## config.mk

```make
export PLATFORM = sky130hd
export DESIGN_NAME = instr_sequencer
export DESIGN_NICKNAME = d
export VERILOG_FILES = /design/src/rtl/instr_sequencer.sv
export SDC_FILE = /design/constraint.sdc
export NUM_CORES = 1
export LEC_CHECK = 0
export ABC_AREA = 1
export BUFFER_PORTS_ARGS = -buffer_cell sky130_fd_sc_hd__buf_2
export CAP_MARGIN = 20
export CELL_PAD_IN_SITES_DETAIL_PLACEMENT = 0
export CELL_PAD_IN_SITES_GLOBAL_PLACEMENT = 1
export CORE_UTILIZATION = 38
export CTS_CLUSTER_SIZE = 12
export DETAILED_ROUTE_END_ITERATION = 7
export PLACE_DENSITY = 0.81
export SLEW_MARGIN = 10
export SYNTH_ARGS = -nofsm -noshare
export SYNTH_HDL_FRONTEND = slang
export SYNTH_SLANG_ARGS = --single-unit
```

## constraint.sdc

```tcl
create_clock -name clk -period 2.82 [get_ports clk]
set_input_delay 0.564 -clock clk [delete_from_list [all_inputs] [get_ports clk]]
set_output_delay 0.564 -clock clk [all_outputs]
set_load 0.005 [all_outputs]
```

## src/rtl/instr_sequencer.sv

```systemverilog
// Multi-cycle instruction sequencer: owns the PC, fetches over a req/ack handshake,
// and steps each instruction through EXEC, optional MEM and WB around a
// single-cycle datapath. Halts on a sentinel instruction word.
module instr_sequencer #(
    parameter logic [31:0] RESET_PC  = 32'h0000_0000,
    parameter logic [31:0] HALT_INST = 32'hFFFF_FFFF,
    parameter int unsigned CNT_WIDTH = 32
) (
    input  logic                 clk,
    input  logic                 rst_n,
    output logic                 imem_req,
    output logic [31:0]          imem_addr,
    input  logic                 imem_ack,
    input  logic [31:0]          imem_rdata,
    output logic [31:0]          inst,
    input  logic                 nPC_sel,
    input  logic                 RegWr,
    input  logic                 MemWr,
    input  logic                 MemtoReg,
    output logic                 dmem_req,
    output logic                 dmem_we,
    input  logic                 dmem_ack,
    output logic                 reg_wr_en,
    output logic [31:0]          pc,
    output logic                 halted,
    output logic [CNT_WIDTH-1:0] retired
);

    typedef enum logic [2:0] {
        S_IDLE  = 3'd0,
        S_FETCH = 3'd1,
        S_EXEC  = 3'd2,
        S_MEM   = 3'd3,
        S_WB    = 3'd4,
        S_HALT  = 3'd5
    } state_e;

    state_e               state_q, state_d;
    logic [31:0]          pc_q, pc_d;
    logic [31:0]          inst_q, inst_d;
    logic [CNT_WIDTH-1:0] retired_q, retired_d;
    logic                 npc_sel_q, npc_sel_d;
    logic                 reg_wr_q, reg_wr_d;
    logic                 mem_wr_q, mem_wr_d;
    logic                 imem_req_q, imem_req_d;
    logic                 dmem_req_q, dmem_req_d;
    logic                 dmem_we_q, dmem_we_d;
    logic                 reg_wr_en_q, reg_wr_en_d;
    logic                 halted_q, halted_d;

    logic [31:0]          seq_pc;
    logic [31:0]          br_off;
    logic [31:0]          next_pc;

    // Sequential and branch-target PC; the word offset is sign-extended and shifted by 2
    always_comb begin
        seq_pc  = pc_q + 32'd4;
        br_off  = {{14{inst_q[15]}}, inst_q[15:0], 2'b00};
        next_pc = npc_sel_q ? (seq_pc + br_off) : seq_pc;
        next_pc = {next_pc[31:2], 2'b00};
    end

    // Next-state, datapath latches and registered output decode of the next state
    always_comb begin
        state_d   = state_q;
        pc_d      = pc_q;
        inst_d    = inst_q;
        retired_d = retired_q;
        npc_sel_d = npc_sel_q;
        reg_wr_d  = reg_wr_q;
        mem_wr_d  = mem_wr_q;

        unique case (state_q)
            S_IDLE: begin
                state_d = S_FETCH;
            end
            S_FETCH: begin
                if (imem_ack) begin
                    inst_d  = imem_rdata;
                    state_d = (imem_rdata == HALT_INST) ? S_HALT : S_EXEC;
                end
            end
            S_EXEC: begin
                npc_sel_d = nPC_sel;
                reg_wr_d  = RegWr;
                mem_wr_d  = MemWr;
                state_d   = (MemWr | MemtoReg) ? S_MEM : S_WB;
            end
            S_MEM: begin
                if (dmem_ack) begin
                    state_d = S_WB;
                end
            end
            S_WB: begin
                pc_d      = next_pc;
                retired_d = retired_q + CNT_WIDTH'(1);
                state_d   = S_FETCH;
            end
            S_HALT: begin
                state_d = S_HALT;
            end
            default: begin
                state_d = S_IDLE;
            end
        endcase

        imem_req_d  = (state_d == S_FETCH);
        dmem_req_d  = (state_d == S_MEM);
        dmem_we_d   = (state_d == S_MEM) && mem_wr_d;
        reg_wr_en_d = (state_d == S_WB) && reg_wr_d;
        halted_d    = (state_d == S_HALT);
    end

    // State and output registers with synchronous active-low reset
    always_ff @(posedge clk) begin
        if (!rst_n) begin
            state_q     <= S_IDLE;
            pc_q        <= RESET_PC;
            inst_q      <= 32'd0;
            retired_q   <= '0;
            npc_sel_q   <= 1'b0;
            reg_wr_q    <= 1'b0;
            mem_wr_q    <= 1'b0;
            imem_req_q  <= 1'b0;
            dmem_req_q  <= 1'b0;
            dmem_we_q   <= 1'b0;
            reg_wr_en_q <= 1'b0;
            halted_q    <= 1'b0;
        end else begin
            state_q     <= state_d;
            pc_q        <= pc_d;
            inst_q      <= inst_d;
            retired_q   <= retired_d;
            npc_sel_q   <= npc_sel_d;
            reg_wr_q    <= reg_wr_d;
            mem_wr_q    <= mem_wr_d;
            imem_req_q  <= imem_req_d;
            dmem_req_q  <= dmem_req_d;
            dmem_we_q   <= dmem_we_d;
            reg_wr_en_q <= reg_wr_en_d;
            halted_q    <= halted_d;
        end
    end

    assign imem_req  = imem_req_q;
    assign imem_addr = pc_q;
    assign inst      = inst_q;
    assign dmem_req  = dmem_req_q;
    assign dmem_we   = dmem_we_q;
    assign reg_wr_en = reg_wr_en_q;
    assign pc        = pc_q;
    assign halted    = halted_q;
    assign retired   = retired_q;

endmodule

```

Yosys cells after proc, flatten, opt, wreduce, memory -nomap -nowiden
Index checks and enable logic that the tools add are counted.
Widths: inputs -> output; s select.
{"block": "word_totals", "register_bits": 105, "in_bits": 40, "wordCells": 39}
{"block": "classes", "n_bitwise": 1, "reduce_logical": 5, "addsub": 3, "eq_ne": 10, "n_mux": 8}
{"operator": "$add 32x1->32 const B", "count": 1}
{"operator": "$add 32x3->32 const B", "count": 1}
{"operator": "$add 32x32->32", "count": 1}
{"operator": "$eq 32x32->1 const B", "count": 1}
{"operator": "$mux 32", "count": 1}
{"operator": "$pmux 3 s5", "count": 1}
{"operator": "$eq 3x3->1 const B", "count": 4}
{"operator": "$mux 3", "count": 4}
{"operator": "$eq 3x2->1 const B", "count": 3}
{"operator": "$eq 3x1->1 const B", "count": 2}
{"operator": "$logic_not 3->1", "count": 1}
{"operator": "$logic_and 1x1->1", "count": 2}
{"operator": "$mux 1", "count": 2}
{"operator": "$reduce_and 2->1", "count": 1}
{"operator": "$reduce_or 2->1", "count": 1}
{"operator": "$or 1x1->1", "count": 1}

Depth between registers and ports, before layout
{"block": "depth", "ltp_word": 6, "ltp_mapped": 23, "ltp_nobuf": 23}

Worst setup path before layout
Ideal clock, no wire load.
{"block": "synth_timing", "path_type": "register to register", "from": "reg pc_q[2] (netlist: imem_addr[2])", "to": "reg pc_q[27] (netlist: imem_addr[27])", "slack_ns": 0.347, "period_less_slack_ns": 2.473, "path_stages_with_launch": 18, "arrival_time_ns": 2.341, "required_time_ns": 2.688, "cell_sequence": "dfxtp_1 > inv_1 > nor2_8 > nand2_4 > nor2_4 > nand3_1 > xor2_1 > inv_1 > ha_1 > nand2_1 > nor2_1 > inv_1 > nor3_1 > nand2_1 > nand3_1 > nand3_1 > nand2_1 > a21oi_1"}
{"block": "synth_between", "elab_chain_cells": 3}
{"item": "from (decl)", "line_no": "39", "rtl": "logic [31:0] pc_q, pc_d;"}
{"item": "from (signal assigned)", "line_no": "131", "rtl": "pc_q <= pc_d;"}
{"item": "$add 32x3->32 *", "line_no": "57", "rtl": "seq_pc = pc_q + 32'd4;"}
{"item": "$add 32x32->32", "line_no": "59", "rtl": "next_pc = npc_sel_q ? (seq_pc + br_off) : seq_pc;"}
{"item": "$mux 32 *", "line_no": "59"}
Every way passes the cells marked *; elsewhere a longest branch is shown, timed or not.
A chain may end at the register's enable or synchronous reset.

Final worst setup path
{"block": "layout_timing", "from": "reg pc_q[4] (netlist: imem_addr[4])", "to": "reg pc_q[30] (netlist: imem_addr[30])"}
Same word-level chain as after synthesis.

==> impl_metrics.py <==
metrics = {
    "status": {
        "status": "finished clean",
    },
    "synthesis": {
        "synthesis.area_um2": 7998,
        "synthTopCellsByArea": "dfxtp_1, nand2_1, inv_1, nor2_1, ha_1",
        "synth_top_area_cell": "dfxtp_1",
        "syn_avg_cell_area_um2": 6.031,
        "yosysSeqAreaShare_pct": 26.28,
        "synth_edf_count": 0,
        "yosys.cell_types.count": 45,
        "synth_top_area_share_pct": 26.28,
        "yosysWarningCount": 0,
        "synth_most_common_cell": "nand2_1",
        "synth_ff_type": "dfxtp_1",
        "synthCells": 1326,
        "ys_ff_latch": 105,
        "synthTopCellsByCount": "nand2_1, inv_1, nor2_1",
        "async_reset_ff_share_pct": 0,
    },
    "worst_setup_path": {
        "worst_ep_required_time_ns": 3.08,
        "rr_endpoint": "imem_addr[30]",
        "r2r_cells": 18,
        "critical_path_class": "reg -> reg",
        "start_kind": "register",
        "endpoint_kind": "register",
        "path_max_fanout": 5,
        "regToRegSetupSlack_ns": 0.13,
        "crit_arrival_ns": 2.96,
        "rr_startpoint": "imem_addr[4]",
    },
    "clock_network": {
        "cts.clk_slew.worst_paths_ns": 0.09,
        "clock_latency_ns": 0.37,
        "cts_buffer_depth": 2,
        "postCtsHoldBufs": 0,
        "cts-root-buf": "clkbuf_16",
        "h-tree-depth": 3,
        "cts_tree": "done",
        "cts_made_buffers": 9,
        "cts.sinks": 105,
    },
    "placement": {
        "gp_congestion": 0.9342,
        "dp_hpwl_mm": 21.61,
        "preCtsSetupSlack_ns": -0.2823,
        "port_buffers": 168,
    },
    "global_route": {
        "grt_pass1_wl_mm": 43.09,
        "grt_overflow": 0,
        "grtUsageTotal_pct": 25.32,
        "grt_max_degree": 64,
        "first_global_vias": 8432,
        "antenna_found_initial": 0,
    },
    "sta": {
        "worstMarginPinSlew_ns": 0.6657,
        "finalHoldViolCount": 0,
        "maxClockFrequency_mhz": 371.2,
        "timing.final.ws_setup_ns": 0.1257,
        "fin_skew_ns": 0.01921,
        "setup-violations-final": 0,
        "hold_ws_ns": 0.4612,
        "slew-limit-headroom_pct": 55.57,
        "slew_violations": 0,
        "fin_crit_sh_pct": 95.54,
        "rsz0062_at_grt": "yes",
        "period_minus_slack_ns": 2.694,
        "setup_tns_ns": 0,
    },
    "floorplanning": {
        "die_h_um": 147.1,
        "die_w_um": 147.1,
        "core_region_area_um2": 20430,
        "io_pins": 173,
        "start_util_pct": 39.15,
        "die_area_um2": 21630,
        "rows": 52,
    },
    "run": {
        "cap_violations": 0,
    },
    "finish": {
        "final_nets": 1656,
        "drive_gt1_share_pct": 32.17,
        "areaGrowthSynthToFinish_pct": 37.09,
        "antennaDiodeCount": 0,
    },
    "routing": {
        "routed_wl_mm": 27.79,
        "drc_errors": 0,
        "vias_per_cell": 4.907,
        "vias": 9087,
        "ant_nets": 0,
        "drt_iter0_markers": 480,
        "wl_per_cell_um": 15.00,
        "drt_pre_antenna_iters": 8,
    },
    "pwr": {
        "power.density_nw_per_um2": 325.0,
        "power.total_w": 0.003564,
        "ir_drop_uv": 301.0,
        "p_leak_nw": 5.445,
    },
    "hold_path": {
        "hold_path.class": "in -> reg",
        "hold_path_startpoint": "MemWr",
        "whs_endpoint": "mem_wr_q",
        "whs_path_depth": 3,
    },
}
==> how the worst max path moves through the flow <==
stage / start / endpoint / slack [ns] / cells past startpoint
detailed placement: imem_addr[3] / imem_addr[27] / -0.28 / 19
floorplan: imem_addr[2] / imem_addr[27] / 0.35 / 17
global route: imem_addr[9] / imem_addr[31] / -0.06 / 20
CTS: imem_addr[10] / imem_addr[23] / 0.003 / 19
finish: imem_addr[4] / imem_addr[30] / 0.13 / 18
global placement: imem_addr[2] / imem_addr[12] / -0.28 / 15
==> cells by family (layout without fill, tap and decap cells) <==
kind of cell | after synthesis | count (layout) | share of synthesized area, %
AOI/OAI and AO/OA | 163 | 163 | 10.75
xor gates and xnor gates | 35 | 35 | 3.833
other | 1 | 4 | 0.04689
and+or+nand+nor | 727 | 727 | 39.02
adders and majority gates | 39 | 39 | 6.195
DFF | 105 | 105 | 26.28
buffers and inverters | 256 | 509 | 13.88
==> final cells by class <==
class | instances | area (um2)
fillers | 2140 | 9465
well taps | 270 | 337.8
clock buffers | 9 | 225.2
repair buffers | 301 | 1859
flip-flops and latches | 105 | 2146
clock inverters | 7 | 71.32
inverters | 192 | 720.7
multi-input cells | 968 | 5604
==> where the power goes <==
part	leakage, nW	internal [W]	switching (W)
Sequential	0.864	0.00154	0.0000573
Combinational	4.44	0.000287	0.000388
Clock	0.145	0.000629	0.000663
Total	5.45	0.00246	0.00111
==> repair_timing <==
action,4_1_cts,5_1_grt
buffers inserted,2,10
pin swaps,4,47
setup endpoints to repair,19,21
resized for setup,27,176
==> worst max-delay path: stages (launching register included) <==
cell and delay (ns):
dfxtp_4 0.39, nand2_2 0.09, nor2_8 0.18, nand2_4 0.11
nor2_4 0.19, xor2_1 0.18, buf_4 0.17, ha_4 0.22
nand2_1 0.07, nand2_1 0.07, nand2_1 0.06, nand2_1 0.06
nand3b_1 0.27, nand2_1 0.16, nand2_1 0.06, nand2_1 0.06
nand3_2 0.09, nand2_1 0.10, a21oi_1 0.05
==> registers in the layout (all words and copies together), names as in the netlist <==
register,flops
state_q,3
reg_wr_q,1
retired,32
reg_wr_en,1
dmem_req,1
npc_sel_q,1
dmem_we,1
mem_wr_q,1
imem_req,1
imem_addr,30
inst,32
halted,1
==> through the flow <==
stage	utilization (%)	area (um2)	instances
after floorplan	-	8009	1329
after global placement	47.48	9699	1823
after detailed placement	47.61	9727	1824
after CTS	49.67	10150	1842
after global routing	53.67	10960	1852
final	53.67	10960	1852
==> placed cells by master, fill, tap and decap left out, drive strengths merged, types with 2 or more instances in the layout <==
cell,count
nor2,194
a31oi,11
a21oi,69
ha,38
inv,196
buf,301
nand4,23
dfxtp,105
nor4,5
conb,4
nand3,69
a211oi,2
nor3b,3
o21ai,75
nand2,397
clkbuf,9
xnor2,11
clkinv,2
xor2,24
nor3,28
a21o,2
nand3b,4
==> per-layer routing <==
layer | vias up | global-route usage [%] | routed length, um
met4 | 0 | 9.072 | 773
met3 | 47 | 4.068 | 1307
li1 | 4639 | - | -
met5 | - | 0 | 0
met2 | 258 | 42.31 | 13150
met1 | 4143 | 32.79 | 12560
Note: power is estimated with default switching activity, not from simulation.
